## config.mk

```make
export PLATFORM = sky130hd
export DESIGN_NAME = sr_latch_sequencer_flat
export DESIGN_NICKNAME = d
export VERILOG_FILES = /design/src/rtl/sr_latch_sequencer_if.sv /design/src/rtl/sr_latch_sequencer.sv /design/src/flat_wrapper.sv
export SDC_FILE = /design/constraint.sdc
export NUM_CORES = 1
export LEC_CHECK = 0
export ABC_AREA = 1
export BUFFER_PORTS_ARGS = -buffer_cell sky130_fd_sc_hd__buf_2
export CAP_MARGIN = 15
export CORE_MARGIN = 1
export CORE_UTILIZATION = 50
export CTS_BUF_LIST = sky130_fd_sc_hd__clkbuf_4
export CTS_CLUSTER_DIAMETER = 100
export DETAILED_ROUTE_END_ITERATION = 12
export PLACE_DENSITY = 0.84
export SLEW_MARGIN = 25
export SYNTH_ARGS = -nofsm -noshare
export SYNTH_HDL_FRONTEND = slang
export SYNTH_SLANG_ARGS = --single-unit
```

## constraint.sdc

```tcl
create_clock -name clk -period 1.71 [get_ports clk]
set_input_delay 0.342 -clock clk [delete_from_list [all_inputs] [get_ports clk]]
set_output_delay 0.342 -clock clk [all_outputs]
set_load 0.02 [all_outputs]
```

## src/rtl/sr_latch_sequencer_if.sv

```systemverilog
// ============================================================================
//  Module      : sr_latch_sequencer_if
//  Description : Request/grant and latch-drive signal bundle for the shared
//                NAND set/reset latch sequencer.
//  Revision    : 1.0  initial release
// ============================================================================
`default_nettype none

interface sr_latch_sequencer_if #(
  parameter int N = 2
);
  logic [N-1:0] req;
  logic [N-1:0] req_set;
  logic [N-1:0] grant;
  logic         busy;
  logic         done;
  logic         err;
  logic         preset_n;
  logic         clear_n;
  logic         q_in;
  logic         qbar_in;

  // Requesters and the latch feedback path
  modport master (
    output req, req_set, q_in, qbar_in,
    input  grant, busy, done, err, preset_n, clear_n
  );

  // The sequencer itself
  modport slave (
    input  req, req_set, q_in, qbar_in,
    output grant, busy, done, err, preset_n, clear_n
  );
endinterface

`default_nettype wire

```

## src/rtl/sr_latch_sequencer.sv

```systemverilog
// ============================================================================
//  Module      : sr_latch_sequencer
//  Description : Round-robin arbiter that shares one cross-coupled NAND latch
//                among N requesters, pulsing preset_n/clear_n, waiting for the
//                latch to settle and checking its q/qbar feedback.
//  Revision    : 1.0  initial release
// ============================================================================
`default_nettype none

module sr_latch_sequencer #(
  parameter int N        = 2,
  parameter int PULSE_W  = 2,
  parameter int SETTLE_W = 3
) (
  input  wire logic           clk,
  input  wire logic           rst,
  sr_latch_sequencer_if.slave bus
);

  localparam int CNT_MAX = (PULSE_W > SETTLE_W) ? PULSE_W : SETTLE_W;
  localparam int CW      = $clog2(CNT_MAX + 1);
  localparam int PW      = (N > 1) ? $clog2(N) : 1;

  localparam logic [1:0] IDLE   = 2'd0;
  localparam logic [1:0] PULSE  = 2'd1;
  localparam logic [1:0] SETTLE = 2'd2;
  localparam logic [1:0] CHECK  = 2'd3;

  logic [1:0]    state, state_nxt;
  logic [CW-1:0] cnt, cnt_nxt;
  logic          op, op_nxt;
  logic [PW-1:0] winner, winner_nxt;
  logic [PW-1:0] ptr, ptr_nxt;

  logic [N-1:0]  grant, grant_nxt;
  logic          busy, busy_nxt;
  logic          done, done_nxt;
  logic          err, err_nxt;
  logic          preset_n, preset_n_nxt;
  logic          clear_n, clear_n_nxt;

  logic          found;
  logic [PW-1:0] pick;
  logic          pass;
  int            idx;

  // Round-robin search: first asserted request at or after ptr, wrapping
  always_comb begin
    found = 1'b0;
    pick  = '0;
    idx   = 0;
    for (int i = 0; i < N; i++) begin
      idx = int'(ptr) + i;
      if (idx >= N) idx = idx - N;
      if (!found && bus.req[PW'(idx)]) begin
        found = 1'b1;
        pick  = PW'(idx);
      end
    end
  end

  // State, counters and registered outputs
  always_ff @(posedge clk) begin
    if (rst) begin
      state    <= IDLE;
      cnt      <= '0;
      op       <= 1'b0;
      winner   <= '0;
      ptr      <= '0;
      grant    <= '0;
      busy     <= 1'b0;
      done     <= 1'b0;
      err      <= 1'b0;
      preset_n <= 1'b1;
      clear_n  <= 1'b1;
    end else begin
      state    <= state_nxt;
      cnt      <= cnt_nxt;
      op       <= op_nxt;
      winner   <= winner_nxt;
      ptr      <= ptr_nxt;
      grant    <= grant_nxt;
      busy     <= busy_nxt;
      done     <= done_nxt;
      err      <= err_nxt;
      preset_n <= preset_n_nxt;
      clear_n  <= clear_n_nxt;
    end
  end

  // Sequencing: IDLE -> PULSE -> SETTLE -> CHECK -> IDLE
  always_comb begin
    state_nxt  = state;
    cnt_nxt    = cnt;
    op_nxt     = op;
    winner_nxt = winner;
    ptr_nxt    = ptr;
    case (state)
      IDLE: begin
        // The done cycle is skipped so the served requester can drop req
        if (!done && found) begin
          state_nxt  = PULSE;
          cnt_nxt    = CW'(PULSE_W - 1);
          op_nxt     = bus.req_set[pick];
          winner_nxt = pick;
        end
      end
      PULSE: begin
        if (cnt == '0) begin
          state_nxt = SETTLE;
          cnt_nxt   = CW'(SETTLE_W - 1);
        end else begin
          cnt_nxt = cnt - 1'b1;
        end
      end
      SETTLE: begin
        if (cnt == '0) state_nxt = CHECK;
        else           cnt_nxt   = cnt - 1'b1;
      end
      CHECK: begin
        state_nxt = IDLE;
        ptr_nxt   = (int'(winner) == N - 1) ? '0 : winner + PW'(1);
      end
      default: state_nxt = IDLE;
    endcase
  end

  // Next values of the registered outputs; pulse lines decode from next state
  always_comb begin
    pass = op ? (bus.q_in && !bus.qbar_in) : (!bus.q_in && bus.qbar_in);

    grant_nxt = grant;
    if (state == IDLE) begin
      grant_nxt = '0;
      if (!done && found) grant_nxt[pick] = 1'b1;
    end

    busy_nxt     = (state_nxt != IDLE);
    done_nxt     = (state == CHECK);
    err_nxt      = (state == CHECK) ? !pass : 1'b0;
    preset_n_nxt = !((state_nxt == PULSE) &&  op_nxt);
    clear_n_nxt  = !((state_nxt == PULSE) && !op_nxt);
  end

  assign bus.grant    = grant;
  assign bus.busy     = busy;
  assign bus.done     = done;
  assign bus.err      = err;
  assign bus.preset_n = preset_n;
  assign bus.clear_n  = clear_n;

endmodule

`default_nettype wire

```

## src/flat_wrapper.sv

```systemverilog
// flat-port wrapper written by rule: the top's interface ports become plain ports
module sr_latch_sequencer_flat 
#(
  parameter int N        = 2,
  parameter int PULSE_W  = 2,
  parameter int SETTLE_W = 3
)
  (clk, rst, bus_req, bus_req_set, bus_q_in, bus_qbar_in, bus_grant, bus_busy, bus_done, bus_err, bus_preset_n, bus_clear_n);
  sr_latch_sequencer_if #(.N(N)) bus_i ();
  input  wire logic clk;
  input  wire logic rst;
  input wire logic [$bits(bus_i.req)-1:0] bus_req;
  input wire logic [$bits(bus_i.req_set)-1:0] bus_req_set;
  input wire logic [$bits(bus_i.q_in)-1:0] bus_q_in;
  input wire logic [$bits(bus_i.qbar_in)-1:0] bus_qbar_in;
  output wire logic [$bits(bus_i.grant)-1:0] bus_grant;
  output wire logic [$bits(bus_i.busy)-1:0] bus_busy;
  output wire logic [$bits(bus_i.done)-1:0] bus_done;
  output wire logic [$bits(bus_i.err)-1:0] bus_err;
  output wire logic [$bits(bus_i.preset_n)-1:0] bus_preset_n;
  output wire logic [$bits(bus_i.clear_n)-1:0] bus_clear_n;
  assign bus_i.req = bus_req;
  assign bus_i.req_set = bus_req_set;
  assign bus_i.q_in = bus_q_in;
  assign bus_i.qbar_in = bus_qbar_in;
  assign bus_grant = bus_i.grant;
  assign bus_busy = bus_i.busy;
  assign bus_done = bus_i.done;
  assign bus_err = bus_i.err;
  assign bus_preset_n = bus_i.preset_n;
  assign bus_clear_n = bus_i.clear_n;
  sr_latch_sequencer #(.N(N), .PULSE_W(PULSE_W), .SETTLE_W(SETTLE_W)) u_core (.clk(clk), .rst(rst), .bus(bus_i));
endmodule
```

* Yosys cells after proc, flatten, opt, wreduce, memory -nomap -nowiden
Cells that the tools add are included.
** Operators by class
- Add/sub/neg operators :: 5
- Magnitude comparators :: 6
- Equality and inequality tests :: 6
- Mux-type cells :: 27
- Bitwise operators :: 1
- Reduce and logical (&&, ||, !) cells :: 22
** Operators by type and width (count)
- 2-to-1 mux 1 bit :: 17
- 2-to-1 mux 2 bit :: 7
- logical NOT 1 bit :: 8
- one-hot mux 2 bit (4 select lines) :: 1
- logical AND 1 bit :: 7
- < comparator 1 x 3 -> 1 bit, second input constant :: 2
- one-hot mux 2 bit (3 select lines) :: 1
- == test 2 x 1 -> 1 bit, second input constant :: 2
- == test 2 bit, second input constant :: 2
- logical NOT 2 bit :: 2
- AND reduction 3 bit :: 1
- nonzero test 3 bit :: 1
- adder 1 x 1 -> 2 bit, second input constant :: 1
- greater-or-equal comparator 1 x 2 -> 1 bit, second input constant :: 1
- greater-or-equal comparator 2 bit, second input constant :: 1
- < comparator 1 x 2 -> 1 bit, second input constant :: 1
- inequality test 2 x 1 -> 1 bit, second input constant :: 1
- inequality test 2 bit, second input constant :: 1
- AND reduction 2 bit :: 1
- nonzero test 2 bit :: 1
- OR reduction 2 bit :: 1
- subtractor 1 bit, second input constant :: 2
- subtractor 2 x 1 -> 2 bit, second input constant :: 1
- adder 1 bit, second input constant :: 1
- 3 further kinds :: 3
** Storage, ports and cells
- Bits in registers :: 14
- Output and inout port bits :: 7

* Logic depth before layout (Yosys ltp)
- Depth after elaboration :: 16
- Gate-level depth with buffers :: 8

* Worst setup path after synthesis
No wires, ideal clock.
- Kind :: reg-to-reg
- From :: register u_core.state[1]
- To :: register u_core.clear_n, in the netlist u_core.bus.clear_n
- Setup time :: 0.115 ns
- Arrival time :: 1.082 ns
- Required time :: 1.595 ns
- Setup slack :: 0.512 ns
- Cell stages (with the launch flop) :: 9
- Cell sequence :: dfxtp_1 -> inv_1 -> ha_1 -> inv_1 -> nand2_1 -> nand3_1 -> nand2_1 -> nor2_2 -> nand2_1
** On the way
- Word-level cells in the longest chain between the ends :: 5
- Elaborated cells on any way between the ends :: 13
- Classes of those cells :: eq/ne: 4; mux: 5; reduce/logical: 4
** Ends and longest elaborated chain
- from (decl) :: RTL line sr_latch_sequencer.sv:29 : logic [1:0] state, state_nxt;
- from (signal assigned) :: RTL line sr_latch_sequencer.sv:77 : state <= state_nxt;
- == test 2 bit (tied with other cells) :: RTL line sr_latch_sequencer.sv:98 : case (state)
- one-hot mux 2 bit (4 select lines) or 2-to-1 mux 1 bit (tied branches) :: RTL line sr_latch_sequencer.sv:98
- == test 2 x 1 -> 1 bit or logical NOT 1 bit (tied branches) :: RTL line sr_latch_sequencer.sv:142 : clear_n_nxt = !((state_nxt == PULSE) && !op_nxt);
- logical AND 1 bit (*) :: RTL line sr_latch_sequencer.sv:142
- logical NOT 1 bit (*) :: RTL line sr_latch_sequencer.sv:142
- to (signal assigned) :: RTL line sr_latch_sequencer.sv:87 : clear_n <= clear_n_nxt;
- to (decl) :: RTL line sr_latch_sequencer.sv:40 : logic clear_n, clear_n_nxt;
Every way passes the cells marked *; elsewhere a longest branch is shown, timed or not.
A chain may end at the register's enable or synchronous reset.

* Worst setup path in the final report
- From :: register u_core.state[1]
- To :: register u_core.preset_n, in the netlist u_core.bus.preset_n
** On the way
- Word-level cells in the longest chain between the ends :: 5
- Elaborated cells on any way between the ends :: 12
- Classes of those cells :: eq/ne: 4; mux: 5; reduce/logical: 3
** Ends and longest elaborated chain
- == test 2 bit (tied with other cells) :: RTL line sr_latch_sequencer.sv:98
- one-hot mux 2 bit (4 select lines) :: RTL line sr_latch_sequencer.sv:98
- == test 2 x 1 -> 1 bit :: RTL line sr_latch_sequencer.sv:141 : preset_n_nxt = !((state_nxt == PULSE) && op_nxt);
- logical AND 1 bit (*) :: RTL line sr_latch_sequencer.sv:141
- logical NOT 1 bit (*) :: RTL line sr_latch_sequencer.sv:141
- to (signal assigned) :: RTL line sr_latch_sequencer.sv:86 : preset_n <= preset_n_nxt;
- to (decl) :: RTL line sr_latch_sequencer.sv:39 : logic preset_n, preset_n_nxt;
Marks and branches as above.

==> insert_results.sql <==
INSERT INTO impl_metrics (metric_group, metric, value, unit) VALUES
('critical_path', 'worstReg2RegStart', 'u_core.state[1]$_SDFF_PP0_', ''),
('final_layout', 'n_fill_cell', '123', ''),
('clock_network', 'cts_post_setup_buffers_inserted', '0', ''),
('placement', 'gpl_congestion', '0.764', ''),
('placement', 'port-buffer-count', '13', ''),
('detailed_routing', 'routed_wl', '1.30', 'mm'),
('power', 'totalPowerFinal', '1.39', 'mW'),
('final_layout', 'design.final.nets', '132', ''),
('critical_path', 'worstPathArrival', '1550', 'ps'),
('sta', 'hold_viol_final', '0', ''),
('global_routing', 'grt_start_max_net_pins', '10', ''),
('clock_network', 'clock_insertion_delay_at_the_later_pin_of_the_skew_report', '280', 'ps'),
('power', 'pwr_per_cell_area', '1710', 'nW/um^2'),
('synth', 'synth_warn', '0', ''),
('sta', 'setup_viol_count_final', '0', ''),
('die', 'start_util', '0.540', ''),
('power', 'worst_ir_drop_vdd', '0.806', 'mV'),
('detailed_routing', 'mean_number_of_vias_per_cell', '4.91', ''),
('critical_path', 'crit_start_category', 'register', ''),
('critical_path', 'rr_worst_depth', '8', ''),
('sta', 'max_freq', '724', 'MHz'),
('global_routing', 'globalRouteMet2Util', '0.299', ''),
('critical_path', 'timing.critical_path.depth', '8', ''),
('critical_path', 'critical_path_class', 'register to register', ''),
('global_routing', 'gr-max-usage-layer', 'met2', ''),
('detailed_routing', 'detail_route.iter0.violations', '17', ''),
('detailed_routing', 'post_drt_wl_per_cell', '10.2', 'um'),
('sta', 'fin_tns_setup', '0', 'ps'),
('final_layout', 'layout-drive-gt1-share', '0.186', ''),
('sta', 'grt_setup_unrepaired', 'false', ''),
('global_routing', 'routing_usage_on_met1', '0.230', ''),
('sta', 'final_max_slew_viol_count', '0', ''),
('clock_network', 'cts-htree-levels', '1', ''),
('critical_path', 'crit_path_end', 'u_core.bus.preset_n$_SDFF_PP1_', ''),
('clock_network', 'clk_root_buffer_cell', 'sky130_fd_sc_hd__clkbuf_4', ''),
('detailed_routing', 'ant_nets', '0', ''),
('synth', 'seq_area_frac_synth', '0.394', ''),
('critical_path', 'ordered_cell_list_for_the_critical_path', 'inv_1 -> ha_1 -> nor2_1 -> nand2_1 -> nand2_1 -> inv_1 -> nor2_2 -> nand2_1', ''),
('clock_network', 'worst_setup_hold_path_clk_slew', '80', 'ps'),
('critical_path', 'worst-path-max-fanout', '6', ''),
('die', 'die-area', '1580', 'um^2'),
('clock_network', 'cts_tree', 'done', ''),
('critical_path', 'cpPeakStageDelay', '430', 'ps'),
('critical_path', 'crit_path_start', 'u_core.state[1]$_SDFF_PP0_', ''),
('synth', 'netlist_area', '712', 'um^2'),
('synth', 'synth.ff_latch_count', '14', ''),
('critical_path', 'reg2reg_setup_slack', '330', 'ps'),
('clock_network', 'cts_repair_resize_count', '0', ''),
('run_status', 'result_of_the_run', 'finished clean', ''),
('final_layout', 'antenna_cells_inserted', '0', ''),
('clock_network', 'cts_made_buffers', '3', ''),
('sta', 'min_period_over_period', '0.808', ''),
('global_routing', 'grt.overflow.total', '0', ''),
('final_layout', 'multi_input_gate_area', '367', 'um^2'),
('sta', 'finClkSkew', '3.80', 'ps'),
('global_routing', 'vias_in_the_first_global_route', '487', ''),
('global_routing', 'grt_pass1_wl', '1.92', 'mm'),
('job', 'drv.max_cap_violation_count', '0', ''),
('sta', 'timing.final.crit_period', '1380', 'ps'),
('final_layout', 'area_delta_synth_final', '14.2', '%'),
('critical_path', 'timing.critical_path.required', '1880', 'ps'),
('detailed_routing', 'drt_drc_violations_left', '0', ''),
('critical_path', 'regToRegEndpoint', 'u_core.bus.preset_n$_SDFF_PP1_', ''),
('global_routing', 'antenna_violations_before_repair', '0', ''),
('hold_path', 'hold_class', 'input pin to register', ''),
('synth', 'synth.lib_cells_used.distinct', '14', ''),
('synth', 'syn-instance-count', '98', ''),
('placement', 'hpwlAfterDp', '1.02', 'mm'),
('global_routing', 'grt_usage', '0.187', ''),
('die', 'placement_rows', '13', ''),
('critical_path', 'critical_path.top_delay_family', 'flip-flops', '');
-- worst min-delay path by stage --
stage,from,to,slack (ps),depth (start not counted)
2_1_floorplan,u_core.winner$_SDFFE_PP0P_,u_core.ptr$_SDFFE_PP0P_,410,1
3_3_place_gp,u_core.winner$_SDFFE_PP0P_,u_core.ptr$_SDFFE_PP0P_,420,1
3_5_place_dp,u_core.winner$_SDFFE_PP0P_,u_core.ptr$_SDFFE_PP0P_,410,1
4_1_cts,rst,u_core.op$_SDFF_PP0_,320,2
5_1_grt,rst,u_core.op$_SDFF_PP0_,340,2
6_report,rst,u_core.op$_SDFF_PP0_,330,2
-- worst register-to-register path, stage by stage, from the launching register on --
cell and delay, ps:
sky130_fd_sc_hd__dfxtp_1 430, sky130_fd_sc_hd__inv_1 120, sky130_fd_sc_hd__ha_1 250, sky130_fd_sc_hd__nor2_1 100, sky130_fd_sc_hd__nand2_1 60, sky130_fd_sc_hd__nand2_1 100
sky130_fd_sc_hd__inv_1 60, sky130_fd_sc_hd__nor2_2 90, sky130_fd_sc_hd__nand2_1 70
-- through the flow --
stage	setup WS (ps)	cells	area [um^2]	utilization	hold slack, ps
2_1_floorplan	512	98	712	-	405
3_3_place_gp	393	125	791	0.600	418
3_5_place_dp	349	125	791	0.600	413
4_1_cts	327	128	813	0.617	325
5_1_grt	139	128	813	0.617	342
6_report	328	128	813	0.617	328
-- cell type report --
class / count / share of cell area
multi-input cells: 67 / 0.451
flip-flops and latches: 14 / 0.345
inverters: 16 / 0.0738
clock buffers: 3 / 0.0277
well taps: 15 / 0.0231
repair buffers: 13 / 0.0800
-- synthesized netlist by cell type (all sizes together) --
| cell type | number | area share |
|---|---|---|
| a211oi | 1 | 0.011 |
| a21oi | 8 | 0.056 |
| nand3 | 5 | 0.042 |
| buf | 1 | 0.0070 |
| nor2 | 14 | 0.081 |
| ha | 9 | 0.16 |
| inv | 16 | 0.084 |
| o21ai | 3 | 0.021 |
| dfxtp | 14 | 0.39 |
| nand2 | 27 | 0.15 |
-- cell usage in the layout, fill, tap and decap left out --
| cell type | count |
|---|---|
| sky130_fd_sc_hd__nand2_1 | 26 |
| sky130_fd_sc_hd__inv_1 | 15 |
| sky130_fd_sc_hd__dfxtp_1 | 14 |
| sky130_fd_sc_hd__buf_2 | 13 |
| sky130_fd_sc_hd__nor2_1 | 12 |
| sky130_fd_sc_hd__ha_1 | 9 |
| sky130_fd_sc_hd__a21oi_1 | 8 |
| sky130_fd_sc_hd__nand3_1 | 4 |
| sky130_fd_sc_hd__o21ai_0 | 3 |
| sky130_fd_sc_hd__clkbuf_4 | 3 |
| sky130_fd_sc_hd__nor2_2 | 2 |
| sky130_fd_sc_hd__nand3_2 | 1 |
| sky130_fd_sc_hd__a211oi_1 | 1 |
| sky130_fd_sc_hd__nand2_2 | 1 |
| sky130_fd_sc_hd__inv_2 | 1 |
-- sequential cells by signal, summed over array words and instances (netlist names) --
name,cells
u_core.bus.clear_n,1
u_core.bus.done,1
u_core.bus.busy,1
u_core.bus.preset_n,1
u_core.state,2
u_core.op,1
u_core.winner,1
u_core.bus.err,1
u_core.bus.grant,2
u_core.ptr,1
u_core.cnt,2
-- logic make-up after synthesis --
| group | count (synthesis) | share of synthesized area |
|---|---|---|
| simple gates | 46 | 0.269 |
| buf+inv | 17 | 0.0914 |
| flops | 14 | 0.394 |
| compound gates | 12 | 0.0879 |
| fa+ha+maj | 9 | 0.158 |
-- power breakdown --
| part | leakage, nW | switching, mW | total, mW | internal (mW) |
|---|---|---|---|---|
| logic | 0.316 | 0.461 | 0.727 | 0.266 |
| clock network | 0.0138 | 0.105 | 0.187 | 0.0817 |
| registers | 0.115 | 0.0580 | 0.478 | 0.420 |
| total | 0.445 | 0.624 | 1.39 | 0.768 |
-- layer usage --
metal,up-vias,wire (um)
met5,-,0
met3,0,66
met4,0,0
met2,19,613
li1,333,-
met1,277,620
(Power assumes the default switching activity.)
